===== src/rtl/program_loader_pkg.sv =====
// Shared types for the boot-time program loader: state encoding, control-output
// bundle and the per-state control decode.
package program_loader_pkg;

    localparam int ADDR_W_DEF  = 4;
    localparam int DATA_W_DEF  = 8;
    localparam int TIMEOUT_DEF = 1024;

    typedef enum logic [2:0] {
        ST_IDLE,
        ST_FETCH,
        ST_LOAD_MAR,
        ST_WRITE_RAM,
        ST_DONE,
        ST_ERROR
    } loader_state_t;

    typedef struct packed {
        logic src_req;
        logic manual_mode;
        logic mar_strobe;
        logic ram_strobe;
        logic cpu_hold;
        logic busy;
        logic done;
        logic error;
    } ctrl_t;

    // Single-bit control outputs are a pure function of the state being entered,
    // so they are registered together with the state itself.
    function automatic ctrl_t ctrl_for(input loader_state_t s);
        ctrl_t c;
        c = '0;
        case (s)
            ST_FETCH: begin
                c.src_req     = 1'b1;
                c.manual_mode = 1'b1;
                c.cpu_hold    = 1'b1;
                c.busy        = 1'b1;
            end
            ST_LOAD_MAR: begin
                c.manual_mode = 1'b1;
                c.mar_strobe  = 1'b1;
                c.cpu_hold    = 1'b1;
                c.busy        = 1'b1;
            end
            ST_WRITE_RAM: begin
                c.manual_mode = 1'b1;
                c.ram_strobe  = 1'b1;
                c.cpu_hold    = 1'b1;
                c.busy        = 1'b1;
            end
            ST_DONE: begin
                c.done = 1'b1;
            end
            ST_ERROR: begin
                c.error    = 1'b1;
                c.cpu_hold = 1'b1;
            end
            default: c = '0;
        endcase
        return c;
    endfunction

endpackage


===== src/rtl/program_loader.sv =====
// Boot-time sequencer that copies 2**ADDR_W words from a req/valid source into the
// RAM through the MAR/RAM manual-programming path, holding the CPU until complete.
module program_loader
    import program_loader_pkg::*;
#(
    parameter int ADDR_W  = ADDR_W_DEF,
    parameter int DATA_W  = DATA_W_DEF,
    parameter int TIMEOUT = TIMEOUT_DEF
) (
    input  logic              clk,
    input  logic              rst,
    input  logic              start,
    input  logic              abort,
    output logic              src_req,
    output logic [ADDR_W-1:0] src_addr,
    input  logic              src_valid,
    input  logic [DATA_W-1:0] src_data,
    output logic              manual_mode,
    output logic              mar_manual_read,
    output logic [ADDR_W-1:0] mar_switches,
    output logic              ram_manual_read,
    output logic [DATA_W-1:0] ram_switches,
    output logic              cpu_hold,
    output logic              busy,
    output logic              done,
    output logic              error,
    output loader_state_t     state
);

    localparam int                CNT_W     = $clog2(TIMEOUT);
    localparam logic [CNT_W-1:0]  CNT_LAST  = CNT_W'(TIMEOUT - 1);
    localparam logic [ADDR_W-1:0] ADDR_LAST = '1;

    loader_state_t     state_q, state_next;
    logic [ADDR_W-1:0] addr_q, addr_next;
    logic [DATA_W-1:0] word_q, word_next;
    logic [CNT_W-1:0]  count_q, count_next;
    ctrl_t             ctrl_q;
    logic [ADDR_W-1:0] src_addr_q;
    logic [ADDR_W-1:0] mar_sw_q;
    logic [DATA_W-1:0] ram_sw_q;

    // Next-state decode; abort overrides every state-local decision.
    always_comb begin
        state_next = state_q;
        addr_next  = addr_q;
        word_next  = word_q;
        count_next = '0;
        if (abort) begin
            state_next = ST_IDLE;
            addr_next  = '0;
            word_next  = '0;
        end else begin
            case (state_q)
                ST_IDLE, ST_DONE, ST_ERROR: begin
                    if (start) begin
                        state_next = ST_FETCH;
                        addr_next  = '0;
                    end
                end
                ST_FETCH: begin
                    if (src_valid) begin
                        word_next  = src_data;
                        state_next = ST_LOAD_MAR;
                    end else if (count_q == CNT_LAST) begin
                        state_next = ST_ERROR;
                    end else begin
                        count_next = count_q + CNT_W'(1);
                    end
                end
                ST_LOAD_MAR: begin
                    state_next = ST_WRITE_RAM;
                end
                ST_WRITE_RAM: begin
                    if (addr_q == ADDR_LAST) begin
                        state_next = ST_DONE;
                    end else begin
                        addr_next  = addr_q + ADDR_W'(1);
                        state_next = ST_FETCH;
                    end
                end
                default: state_next = ST_IDLE;
            endcase
        end
    end

    // Outputs are computed from the next state so they line up with it (Moore, registered).
    always_ff @(posedge clk) begin
        if (!rst) begin
            state_q    <= ST_IDLE;
            addr_q     <= '0;
            word_q     <= '0;
            count_q    <= '0;
            ctrl_q     <= '0;
            src_addr_q <= '0;
            mar_sw_q   <= '0;
            ram_sw_q   <= '0;
        end else begin
            state_q    <= state_next;
            addr_q     <= addr_next;
            word_q     <= word_next;
            count_q    <= count_next;
            ctrl_q     <= ctrl_for(state_next);
            src_addr_q <= (state_next == ST_FETCH) ? addr_next : '0;
            mar_sw_q   <= (state_next == ST_LOAD_MAR || state_next == ST_WRITE_RAM)
                          ? addr_next : '0;
            ram_sw_q   <= (state_next == ST_WRITE_RAM) ? word_next : '0;
        end
    end

    assign state           = state_q;
    assign src_req         = ctrl_q.src_req;
    assign src_addr        = src_addr_q;
    assign manual_mode     = ctrl_q.manual_mode;
    assign mar_manual_read = ctrl_q.mar_strobe;
    assign mar_switches    = mar_sw_q;
    assign ram_manual_read = ctrl_q.ram_strobe;
    assign ram_switches    = ram_sw_q;
    assign cpu_hold        = ctrl_q.cpu_hold;
    assign busy            = ctrl_q.busy;
    assign done            = ctrl_q.done;
    assign error           = ctrl_q.error;

endmodule


===== config.mk =====
export PLATFORM = sky130hd
export DESIGN_NAME = program_loader
export DESIGN_NICKNAME = d
export VERILOG_FILES = /design/src/rtl/program_loader_pkg.sv /design/src/rtl/program_loader.sv
export SDC_FILE = /design/constraint.sdc
export NUM_CORES = 1
export LEC_CHECK = 0
export BUFFER_PORTS_ARGS = -buffer_cell sky130_fd_sc_hd__buf_2
export CORE_ASPECT_RATIO = 0.8
export CORE_MARGIN = 1
export CORE_UTILIZATION = 52
export CTS_CLUSTER_DIAMETER = 30
export CTS_CLUSTER_SIZE = 16
export DETAILED_ROUTE_END_ITERATION = 12
export HOLD_SLACK_MARGIN = 0.12
export PLACE_DENSITY = 0.86
export SETUP_SLACK_MARGIN = 0.05
export SLEW_MARGIN = 25
export SYNTH_ARGS = -nofsm -noshare
export SYNTH_HDL_FRONTEND = slang
export SYNTH_SLANG_ARGS = --single-unit

===== constraint.sdc =====
create_clock -name clk -period 2.2 [get_ports clk]
set_clock_uncertainty 0.1 [all_clocks]
set_input_delay 0.22 -clock clk [delete_from_list [all_inputs] [get_ports clk]]
set_output_delay 0.22 -clock clk [all_outputs]
set_load 0.03 [all_outputs]

After elaboration in Yosys (flattened, before gate mapping):

Cells that the tools add are included.

* flip-flop bits (word level): 48
* bits in latches: 0
* bits in writable memories: 0
* memory bits (read-only): 0
* input bits: 13
* logic and storage cells: 59
* memories kept: 0

* $add $sub $neg: 2
* multipliers: 0
* divide/modulo/power cells: 0
* magnitude comparators: 0
* equality and inequality tests: 12
* shift-type cells: 0
* multiplexer cells: 20
* bitwise gates (word level): 2
* reduce and logical (&&, ||, !) cells: 9

Operators with widths (number)
* two-way mux 8 bit: 3
* two-way mux 3 bit: 5
* equality test 3 x 2 -> 1 bit, second input constant: 4
* equality test 3 bit, second input constant: 4
* two-way mux 4 bit: 3
* one-hot mux 3 bit (4 select lines): 1
* adder 10 x 1 -> 10 bit, second input constant: 1
* equality test 10 bit, second input constant: 1
* one-hot mux 4 bit (2 select lines): 1
* two-way mux 1 bit: 7
* equality test 3 x 1 -> 1 bit, second input constant: 2
* AND reduction 2 bit: 3
* OR reduction 3 bit: 2
* OR reduction 5 bit: 1
* adder 4 x 1 -> 4 bit, second input constant: 1
* equality test 4 bit, second input constant: 1
* OR reduction 4 bit: 1
* zero test 3 bit: 1
* inverter 1 bit: 2
* logical OR 1 bit: 1

Longest topological paths before layout:

* depth after elaboration: 8
* mapped depth: 6
* mapped depth without buffers: 5

Worst setup path before layout:

OpenSTA, ideal clock, no wires.

* path kind: register to register
* start point: reg state_q[0] (netlist: state[0])
* end point: reg ctrl_q (netlist bit done)
* library setup time: 0.086 ns
* data arrival time: 1.756 ns
* required time: 2.014 ns
* setup slack: 0.257 ns
* cell stages (with the launch flop): 4
* buffers on the path: 0
* clock period less this slack: 1.943 ns
* path through: dfxtp_1 -> or4b_4 -> or3_4 -> a221oi_2

* cells in the longest elaborated chain, start to end: 6
* elaborated cells between the ends (all ways): 14

Ends and longest elaborated chain
* from (decl): line program_loader.sv:34 `loader_state_t state_q, state_next;`
* from (signal assigned): line program_loader.sv:99 `state_q <= state_next;`
* equality test 3 bit, or another cell as far along: line program_loader.sv:54 `case (state_q)`
* OR reduction 3 bit or two-way mux 3 bit (tied branches): line program_loader.sv:54, program_loader.sv:62
* one-hot mux 3 bit (4 select lines) *: line program_loader.sv:54
* two-way mux 3 bit *: line program_loader.sv:49 `if (abort) begin`
* equality test 3 bit *: line program_loader_pkg.sv:34 `case (s)`
* two-way mux 1 bit *: line program_loader_pkg.sv:34
* to (signal assigned): line program_loader.sv:103 `ctrl_q <= ctrl_for(state_next);`
* to (decl): line program_loader.sv:38 `ctrl_t ctrl_q;`

Every way passes the cells marked *; elsewhere a longest branch is shown, timed or not.
A chain may end at the register's enable or synchronous reset.

Final worst setup path:

* start point: reg count_q[0]
* end point: reg ctrl_q (netlist bit done)

* cells in the longest elaborated chain, start to end: 7

Ends and longest elaborated chain
* from (decl): line program_loader.sv:37 `logic [CNT_W-1:0] count_q, count_next;`
* from (signal assigned): line program_loader.sv:102 `count_q <= count_next;`
* equality test 10 bit: line program_loader.sv:65 `end else if (count_q == CNT_LAST) begin`
* two-way mux 3 bit: line program_loader.sv:65
* two-way mux 3 bit: line program_loader.sv:62 `if (src_valid) begin`
* one-hot mux 3 bit (4 select lines): line program_loader.sv:54
* two-way mux 3 bit: line program_loader.sv:49
* equality test 3 bit: line program_loader_pkg.sv:34
* two-way mux 1 bit: line program_loader_pkg.sv:34

No other way between the ends.

==> flow_summary.json <==
{
  "crit_fanout": 4,
  "power_mw": 1.49,
  "synth_edf_count": 0,
  "vias": 1408,
  "gr-total-overflow": 0,
  "avgViaCountPerCell": 5.23,
  "finalSetupViolCount": 0,
  "place_ws_ps": 271,
  "clockBufferDepth": 2,
  "cp.arrival_ps": 2060,
  "fin_cells": 269,
  "chipWidth_um": 67.2,
  "synth_most_common_cell": "dfxtp_1",
  "met3_length_um": 294,
  "initial_core_util_pct": 56.1,
  "syn_nets": 190,
  "dp_cells": 251,
  "cts_root_buffer": "clkbuf_8",
  "io_pins": 40,
  "timing.hold.ws_ps": 267,
  "timing.fmax_mhz": 511,
  "synth_top_area_share_pct": 54.3,
  "crit_path_start": "count_q[0]",
  "maxCapViolCount": 0,
  "highest_layer": "met4",
  "dp_hpwl_um": 2460,
  "drc": 0,
  "track_usage_pct": 21.1,
  "worst_setup_path_start_kind": "flip-flop",
  "setup_slack_ps": 245,
  "final_cell_area_um2": 2190,
  "first_global_vias": 1256,
  "synth.cell_area_um2": 1770,
  "ys_async_sr_fraction_pct": 0,
  "placed_area_um2": 2000,
  "post_cts_buffers": 0,
  "critPathCapture": "done",
  "grt_start_max_net_pins": 15,
  "finalNetCount": 243,
  "leakage_nw": 0.899,
  "wl_per_cell_um": 12.9,
  "hold_viol": 0,
  "ys_seq_area_share_pct": 54.3,
  "clk-insertion-delay-late_ps": 290,
  "rsz0062_at_grt": "false",
  "core_area_um2": 3150,
  "drive_gt1_share_pct": 24.5,
  "area_growth_pct": 24.0,
  "r2r_start": "count_q[0]",
  "status": "finished, final reports clean",
  "route.met2.wl_um": 1540,
  "clock_sinks": 48,
  "cts_max_level": 2,
  "required_ps": 2300,
  "nFillCells": 257,
  "met1_length_um": 1610,
  "antenna_found_initial": 0,
  "tns_ps": 0,
  "syn_avg_cell_area_um2": 10.1,
  "period_needed_ps": 1960,
  "yosysTopAreaCell": "dfxtp_1",
  "fin_crit_sh_pct": 88.9,
  "r2r_end": "done",
  "hold_start": "start",
  "ys_seq_elements": 48,
  "wirelength_um": 3480,
  "multi_input_area_um2": 772,
  "grt_pass1_wl_um": 5590,
  "ys.flop_type": "dfxtp_1",
  "cts_buffers": 5,
  "io_buffers": 39,
  "hold_class": "in -> reg",
  "slew_headroom_pct": 64.6,
  "die-area_um2": 3640,
  "synth_area_leaders": "dfxtp_1, nor2_1, mux2i_1",
  "post-route-util_pct": 69.6,
  "drt_iter0_drc": 63,
  "synth_cells": 175,
  "synth_common_cells": "dfxtp_1, nor2_1, mux2i_1, nand2_1, nor3_1",
  "cts_tree": "yes",
  "worst_pin_slew_ps": 531,
  "finalMaxSlewViolations": 0,
  "p_per_area_nw_per_um2": 679,
  "regArea_um2": 961,
  "yosysWarnings": 0,
  "drt_pass1_iterations": 4,
  "fp-row-count": 18,
  "diodes": 0,
  "reg2reg_slack_ps": 240,
  "r2r_cells": 5,
  "gp_congestion": 0.853,
  "endpoint_kind": "flip-flop",
  "ant_nets": 0,
  "ys_types": 44,
  "clkTransAtPathRegs_ps": 80,
  "die_y_um": 54.2,
  "vdd_drop_max_mv": 0.566,
  "path_class": "reg -> reg"
}
[sequential cells by signal, indices dropped and copies added (netlist names)]
register / flops
addr_q: 4
busy: 1
count_q: 10
cpu_hold: 1
done: 1
error: 1
mar_manual_read: 1
mar_switches: 4
ram_manual_read: 1
ram_switches: 8
src_addr: 4
src_req: 1
state: 3
word_q: 8
[repair_timing]
item / CTS / global route
endpoints found under the setup margin: 0 / 3
resized for setup: 0 / 1
hold endpoints to repair: 19 / 0
hold buffers: 10 / 0
[per-layer routing]
layer / up-vias / track usage (%)
li1: 709 / -
met1: 636 / 27.0
met2: 59 / 33.0
met3: 4 / 8.05
met4: 0 / 6.38
met5: - / 0
[report_power, final]
group          internal [mW]  leakage (nW)  switching [mW]  total (mW)
registers              0.874         0.387         0.00435       0.879
logic                 0.0381         0.467          0.0482      0.0863
clock network          0.255        0.0445           0.269       0.525
[worst min path at each step]
stage | endpoint | slack, ps | depth (start not counted)
CTS | done | 250 | 4
global placement | count_q[0] | 340 | 1
detailed placement | count_q[0] | 350 | 1
global route | done | 280 | 4
finish | done | 270 | 4
floorplan | error | 200 | 1
[cell families (layout without fill, tap and decap cells)]
family	after synthesis	after routing	synth area share (%)
xor+xnor	8	8	3.96
fa+ha+maj	2	2	1.41
flops	48	48	54.3
simple gates	83	83	24.4
compound gates	18	18	9.05
buf+inv	8	62	2.33
mux	8	8	4.53
[critical path, stage by stage, from the launching register on]
cell	delay, ps
dfxtp_1	370
ha_1	190
nand3_1	130
or2_2	400
or3_4	400
a221oi_2	270
[layout by cell type, fill, tap and decap left out, types with 5 or more instances in the layout]
master,Yosys,final
nor3_1,6,6
buf_2,0,39
dfxtp_1,48,48
mux2i_1,8,8
dlygate4sd3_1,0,10
xor2_1,5,5
nand2_1,8,8
clkbuf_8,0,6
nor2_1,36,36
[area by class of cell]
class                   instances  share of cell area [%]
clock inverters                 1                   0.342
multi-input cells             119                    35.2
clock buffers                   7                    3.93
repair buffers                 50                    13.8
inverters                       4                   0.684
flip-flops and latches         48                    43.8
well taps                      40                    2.28
Note: power is estimated with default switching activity, not from simulation.
